<file path="config.mk">
export PLATFORM = sky130hd
export DESIGN_NAME = pc_fetch_unit
export DESIGN_NICKNAME = d
export VERILOG_FILES = /design/src/rtl/pc_fetch_pkg.sv /design/src/rtl/fetch_fifo.sv /design/src/rtl/pc_fetch_unit.sv
export SDC_FILE = /design/constraint.sdc
export NUM_CORES = 1
export LEC_CHECK = 0
export CORE_AREA = 2 2 158 160
export CTS_CLUSTER_SIZE = 40
export DETAILED_ROUTE_END_ITERATION = 8
export DIE_AREA = 0 0 160 162
export GPL_ROUTABILITY_DRIVEN = 0
export PLACE_DENSITY_LB_ADDON = 0.12
export SETUP_SLACK_MARGIN = 0.15
export SLEW_MARGIN = 20
export SYNTH_ARGS = -nofsm -noshare
export SYNTH_HDL_FRONTEND = slang
export SYNTH_SLANG_ARGS = --single-unit
</file>
<file path="constraint.sdc">
create_clock -name clock -period 5.9 [get_ports clock]
set_input_delay 0.885 -clock clock [delete_from_list [all_inputs] [get_ports clock]]
set_output_delay 0.885 -clock clock [all_outputs]
set_load 0.03 [all_outputs]
</file>
<file path="src/rtl/pc_fetch_pkg.sv">
// Shared types and helpers for the PC fetch unit: FSM states, branch/jump opcodes and
// B/J immediate extraction used by the optional static predictor (PC_STATIC_PREDICT_EN).
package pc_fetch_pkg;

  typedef enum logic [1:0] {
    S_IDLE,
    S_REQ,
    S_WAIT,
    S_FLUSH
  } fetch_state_e;

  localparam logic [6:0] SB_JUMP_Op = 7'b1100011;
  localparam logic [6:0] UJ_Op      = 7'b1101111;

  // B-format immediate, sign-extended to 32 bits.
  function automatic logic [31:0] imm_b(input logic [31:0] instr);
    return {{19{instr[31]}}, instr[31], instr[7], instr[30:25], instr[11:8], 1'b0};
  endfunction

  // J-format immediate, sign-extended to 32 bits.
  function automatic logic [31:0] imm_j(input logic [31:0] instr);
    return {{11{instr[31]}}, instr[31], instr[19:12], instr[20], instr[30:21], 1'b0};
  endfunction

endpackage

</file>
<file path="src/rtl/fetch_fifo.sv">
// Prefetch queue: synchronous FIFO with flush and occupancy count.
// Depth must be a power of two so the pointers wrap naturally.
module fetch_fifo #(
  parameter int unsigned Width = 65,
  parameter int unsigned Depth = 4
) (
  input  logic                    clk_i,
  input  logic                    rst_i,
  input  logic                    flush_i,
  input  logic                    push_i,
  input  logic [Width-1:0]        wdata_i,
  input  logic                    pop_i,
  output logic [Width-1:0]        rdata_o,
  output logic                    valid_o,
  output logic [$clog2(Depth):0]  count_o
);

  localparam int unsigned PtrW = $clog2(Depth);
  localparam int unsigned CntW = PtrW + 1;
  localparam logic [CntW-1:0] DepthCnt = CntW'(Depth);

  logic [Width-1:0] mem_q [Depth];
  logic [PtrW-1:0]  wptr_q, wptr_d, rptr_q, rptr_d;
  logic [CntW-1:0]  count_q, count_d;
  logic             do_push, do_pop;

  assign valid_o = (count_q != '0);
  assign count_o = count_q;
  assign rdata_o = mem_q[rptr_q];
  assign do_push = push_i && !flush_i && (count_q != DepthCnt);
  assign do_pop  = pop_i && !flush_i && valid_o;

  // Pointer and count next-state; flush empties the queue in one edge.
  always_comb begin
    wptr_d  = wptr_q;
    rptr_d  = rptr_q;
    count_d = count_q;
    if (flush_i) begin
      wptr_d  = '0;
      rptr_d  = '0;
      count_d = '0;
    end else begin
      if (do_push) wptr_d = wptr_q + PtrW'(1);
      if (do_pop)  rptr_d = rptr_q + PtrW'(1);
      if (do_push && !do_pop)      count_d = count_q + CntW'(1);
      else if (!do_push && do_pop) count_d = count_q - CntW'(1);
    end
  end

  // Pointer and count registers.
  always_ff @(posedge clk_i or posedge rst_i) begin
    if (rst_i) begin
      wptr_q  <= '0;
      rptr_q  <= '0;
      count_q <= '0;
    end else begin
      wptr_q  <= wptr_d;
      rptr_q  <= rptr_d;
      count_q <= count_d;
    end
  end

  // Storage needs no reset; entries are only observed once counted valid.
  always_ff @(posedge clk_i) begin
    if (do_push) mem_q[wptr_q] <= wdata_i;
  end

endmodule

</file>
<file path="src/rtl/pc_fetch_unit.sv">
// PC sequencer with one-outstanding imem handshake, prefetch queue and redirect-with-flush.
// Define PC_STATIC_PREDICT_EN to follow backward branches and JALs at fetch time.
module pc_fetch_unit import pc_fetch_pkg::*; #(
  parameter int unsigned XLEN       = 32,
  parameter int unsigned FIFO_DEPTH = 4,
  parameter logic [31:0] RESET_VEC  = 32'h4
) (
  input  logic            clock,
  input  logic            rst,
  input  logic            i_redirect_cs,
  input  logic [XLEN-1:0] i_redirect_addr,
  input  logic            i_hold,
  output logic            o_imem_req,
  output logic [XLEN-1:0] o_imem_addr,
  input  logic            i_imem_gnt,
  input  logic            i_imem_rvalid,
  input  logic [31:0]     i_imem_rdata,
  output logic            o_instr_valid,
  output logic [31:0]     o_instr,
  output logic [XLEN-1:0] o_instr_addr,
  output logic            o_pred_taken,
  input  logic            i_instr_ready
);

  localparam int unsigned EntryW = 32 + XLEN + 1;
  localparam int unsigned CntW   = $clog2(FIFO_DEPTH) + 1;
  localparam logic [CntW-1:0] DepthCnt = CntW'(FIFO_DEPTH);

  fetch_state_e    state_q, state_d;
  logic [XLEN-1:0] pc_q, pc_d;
  logic [XLEN-1:0] next_pc;
  logic            pred_taken;
  logic            push, flush, pop;
  logic            head_valid;
  logic [EntryW-1:0] head;
  logic [CntW-1:0]   count;

`ifdef PC_STATIC_PREDICT_EN
  logic [6:0] opcode;
  // Static prediction: backward conditional branches and all JALs are taken.
  always_comb begin
    opcode     = i_imem_rdata[6:0];
    pred_taken = 1'b0;
    next_pc    = pc_q + XLEN'(4);
    if (opcode == UJ_Op) begin
      pred_taken = 1'b1;
      next_pc    = pc_q + XLEN'($signed(imm_j(i_imem_rdata)));
    end else if (opcode == SB_JUMP_Op && i_imem_rdata[31]) begin
      pred_taken = 1'b1;
      next_pc    = pc_q + XLEN'($signed(imm_b(i_imem_rdata)));
    end
  end
`else
  assign next_pc    = pc_q + XLEN'(4);
  assign pred_taken = 1'b0;
`endif

  // Only request while a queue slot is free, so a response can always be enqueued.
  assign o_imem_req  = (state_q == S_REQ) && (count < DepthCnt);
  assign o_imem_addr = o_imem_req ? pc_q : '0;
  assign pop         = head_valid && i_instr_ready && !i_hold;

  // Next-state: redirect overrides everything and decides whether a stale response is pending.
  always_comb begin
    state_d = state_q;
    pc_d    = pc_q;
    push    = 1'b0;
    flush   = 1'b0;
    if (i_redirect_cs) begin
      flush = 1'b1;
      pc_d  = {i_redirect_addr[XLEN-1:2], 2'b00};
      case (state_q)
        S_WAIT:  state_d = i_imem_rvalid ? S_REQ : S_FLUSH;
        S_REQ:   state_d = (o_imem_req && i_imem_gnt) ? S_FLUSH : S_REQ;
        default: state_d = S_REQ;
      endcase
    end else begin
      case (state_q)
        S_IDLE: state_d = S_REQ;
        S_REQ:  if (o_imem_req && i_imem_gnt) state_d = S_WAIT;
        S_WAIT: begin
          if (i_imem_rvalid) begin
            push    = 1'b1;
            pc_d    = next_pc;
            state_d = S_REQ;
          end
        end
        S_FLUSH: if (i_imem_rvalid) state_d = S_REQ;
        default: state_d = S_IDLE;
      endcase
    end
  end

  // State and PC registers.
  always_ff @(posedge clock or posedge rst) begin
    if (rst) begin
      state_q <= S_IDLE;
      pc_q    <= XLEN'(RESET_VEC);
    end else begin
      state_q <= state_d;
      pc_q    <= pc_d;
    end
  end

  fetch_fifo #(
    .Width (EntryW),
    .Depth (FIFO_DEPTH)
  ) u_fifo (
    .clk_i   (clock),
    .rst_i   (rst),
    .flush_i (flush),
    .push_i  (push),
    .wdata_i ({i_imem_rdata, pc_q, pred_taken}),
    .pop_i   (pop),
    .rdata_o (head),
    .valid_o (head_valid),
    .count_o (count)
  );

  // Head fields read as zero when the queue is empty.
  assign o_instr_valid = head_valid;
  assign o_instr       = head_valid ? head[EntryW-1 -: 32] : '0;
  assign o_instr_addr  = head_valid ? head[XLEN:1] : '0;
  assign o_pred_taken  = head_valid ? head[0] : 1'b0;

endmodule
</file>
==> results.cfg <==
[status]
status = finished, final reports clean

[clocking]
clk_transition_reported_paths_ps = 60
cts-root-buf = clkbuf_16
insertion_delay_ps = 540
ctsHoldBuffers = 0
ctsResizeCount = 0
postCtsSetupRepairBufs = 0
cts_inserted_buffers = 30
cts_tree = built
clkSinkCount = 287
cts-htree-levels = 1
cts.path.max_buffers = 3

[yosys]
yosysSeqAreaShare_pct = 70.8
synthArstFlopShare_pct = 13.6
synth-main-ff-cell = edfxtp_1
ys_ff_latch = 287
netlist-cell-type-count = 43
synth_most_common_cell = edfxtp_1
ys_top_cells_by_count = 248 x edfxtp_1, 99 x and2_1, 62 x mux4_2
yosysTopAreaCell = edfxtp_1
syn_area_sq_um = 11900
synth_edf_count = 248
yosys_warnings = 0
synth.avg_cell_area_sq_um = 17.2
synth_area_leaders = edfxtp_1 63%, mux4_2 12%, dfrtp_1 8.0%, and2_1 5.2%, xor2_1 1.5%
synth.top_cell.area_share_pct = 62.6
syn_inst = 693

[worst_setup_path]
slowest_stage = dfrtp_2
r2r_cells = 6
reg2reg_from = state_q[0]
cp-start-kind = register
cp.arrival_ps = 3220
cp_num_buf_inv = 2
critPathKind = register to output pin
crit_family = buffers and inverters
reg2reg_to = u_fifo.mem_q[0][46]
cp_slowest_stage_delay_ps = 890
cp_cell_sequence = buf_4 -> mux4_2 -> and2_1 -> clkdlybuf4s50_1
endpoint_kind = output pin
path_max_fanout = 33
critPathRequiredTime_ps = 5020
critical_path_depth = 4
reg2reg_slack_ps = 2580

[hold_path]
hold_end = state_q[1]
hold-path-cell-count = 1
min_from = state_q[1]
hold_class = register to register

[power_and_ir_drop]
cellLeakagePower_nw = 4.93
power.density_nw_per_um2 = 407
power_frac_seq_pct = 38.9
clkPwrFrac_pct = 30.5
p_int_mw = 4.15
vdd_drop_max_v = 0.000221
power.switching_mw = 1.88
comb_power_share_pct = 30.5
swShare_pct = 31.1

[sta]
fin_crit_sh_pct = 69.5
rsz0062_at_grt = false
hold_viol = 0
worstMarginPinSlew_ps = 1030
setup-violations-final = 0
max_clock_freq_mhz = 244
period_needed_ps = 4100
setup_tns_ps = 0
skew_ps = 14.5
drv_slew = 0
final.setup.worst_slack_ps = 1800
slew_headroom_pct = 31.4

[grt]
grt_max_degree = 69
grt_overflow = 0
grt_pass1_wl_um = 38100
grt_pass1_vias = 6833
grt_antenna_before_repair = 0
grt_usage_pct = 19.0

[placement]
io_buffers = 162
dp_slack_ps = 1840
dp_hpwl_um = 14500

[floorplan]
io_pins = 170
start_util_pct = 49.3
num_rows = 57
design.die.area_sq_um = 25900
dieHeight_um = 162
die_w_um = 160
core_area_sq_um = 24100

[finish]
areaGrowthSynthToFinish_pct = 24.6
regArea_sq_um = 8430
multi_input_comb_area_sq_um = 3290
diodes = 0
drive_above_1_share_pct = 14.5
nets = 941
fillers = 1853

[run]
maxCapViolations = 0

[detailed_routing]
drt-initial-drc-count = 355
drc = 0
antenna_left = 0
vias_per_cell = 5.40
dr.pass1.iters = 5
vias = 6510
wire_per_inst_um = 20.4
drt-total-wl_um = 24600
[power groups by stage]
stage / Sequential, mW / Combinational (mW) / Clock (mW)
after floorplan: 2.35 / 1.09 / 0
after global placement: 2.38 / 1.86 / 0
after detailed placement: 2.39 / 1.86 / 0
after CTS: 2.35 / 1.87 / 1.87
after global routing: 2.36 / 1.94 / 1.95
final: 2.35 / 1.84 / 1.84
[worst reg2reg max path: cells and delay by family, from the launching register on]
kind,cells,cell delay (ps)
adder cells (fa/ha/maj),1,260
AND/OR/NAND/NOR,2,1020
flip-flops,1,420
buffers and inverters,2,380
AO/OA/AOI/OAI,1,830
[metal layers]
layer	vias to the layer above	wire length, um	track usage (%)
li1	2967	-	-
met1	3284	10700	26.3
met2	228	12100	31.8
met3	31	1330	2.78
met4	0	497	5.94
met5	-	0	0
[worst max path at each step]
stage	slack, ps	to	startpoint
2_1_floorplan	2220	u_fifo.mem_q[0][10]	i_imem_rvalid
3_3_place_gp	1930	u_fifo.mem_q[0][39]	i_imem_rvalid
3_5_place_dp	1840	u_fifo.mem_q[1][49]	i_imem_rvalid
4_1_cts	1720	o_instr[26]	u_fifo.rptr_q[0]
5_1_grt	1600	o_instr[26]	u_fifo.rptr_q[0]
6_report	1800	o_instr_addr[20]	u_fifo.rptr_q[1]
[per-stage QoR]
stage	hold WS [ps]	util, %	power, mW	area, sq um	instances
floorplan	497	-	3.44	11900	697
CTS	564	61.4	6.09	14800	1206
global placement	523	57.4	4.24	13800	1153
detailed placement	550	57.4	4.25	13800	1153
finish	573	61.5	6.03	14800	1206
global route	589	61.5	6.25	14800	1206
[layout by cell type (no fill, tap or decap), types with 2 or more instances in the layout]
master	instances
and2_4	4
and3_1	4
o21ai_0	32
inv_1	12
mux4_2	62
buf_4	8
clkinv_1	7
nand2_1	43
dfrtp_1	36
mux2_2	2
nor2_1	13
nor3_1	5
nand4_1	10
and2_1	95
clkinv_2	5
conb_1	5
nand3_1	16
and4_1	3
xor2_1	21
mux2i_1	3
xnor2_1	9
a21o_1	2
clkbuf_16	31
clkdlybuf4s50_1	161
bufinv_16	4
a21oi_1	2
clkbuf_1	6
ha_1	8
edfxtp_1	248
nor4_4	2
[flip-flops by register name (all words and copies together), names as in the netlist]
name and cells:
u_fifo.mem_q 248, u_fifo.count_o 3, state_q 2, u_fifo.wptr_q 2, u_fifo.rptr_q 2, pc_q 30
[cell type report]
class	instances	area share [%]
clock buffer	37	5.39
clock inverter	16	1.16
inverter	12	0.304
sequential	287	56.9
multi-input combinational	360	22.2
tap	324	2.74
timing repair buffer	170	11.3
[logic make-up (layout without fill, tap and decap cells)]
logic type               count (synthesis)  count (layout)  synth area share (%)
flip-flops                             287             287                  70.8
AND/OR/NAND/NOR                        206             206                  9.92
multiplexers                            67              67                  12.2
buffers and inverters                   50             235                  1.82
AO/OA/AOI/OAI                           43              43                  2.00
XOR/XNOR                                30              30                  2.21
adder cells (fa/ha/maj)                  9               9                  1.01
other                                    1               5                0.0315
(Power assumes the default switching activity.)
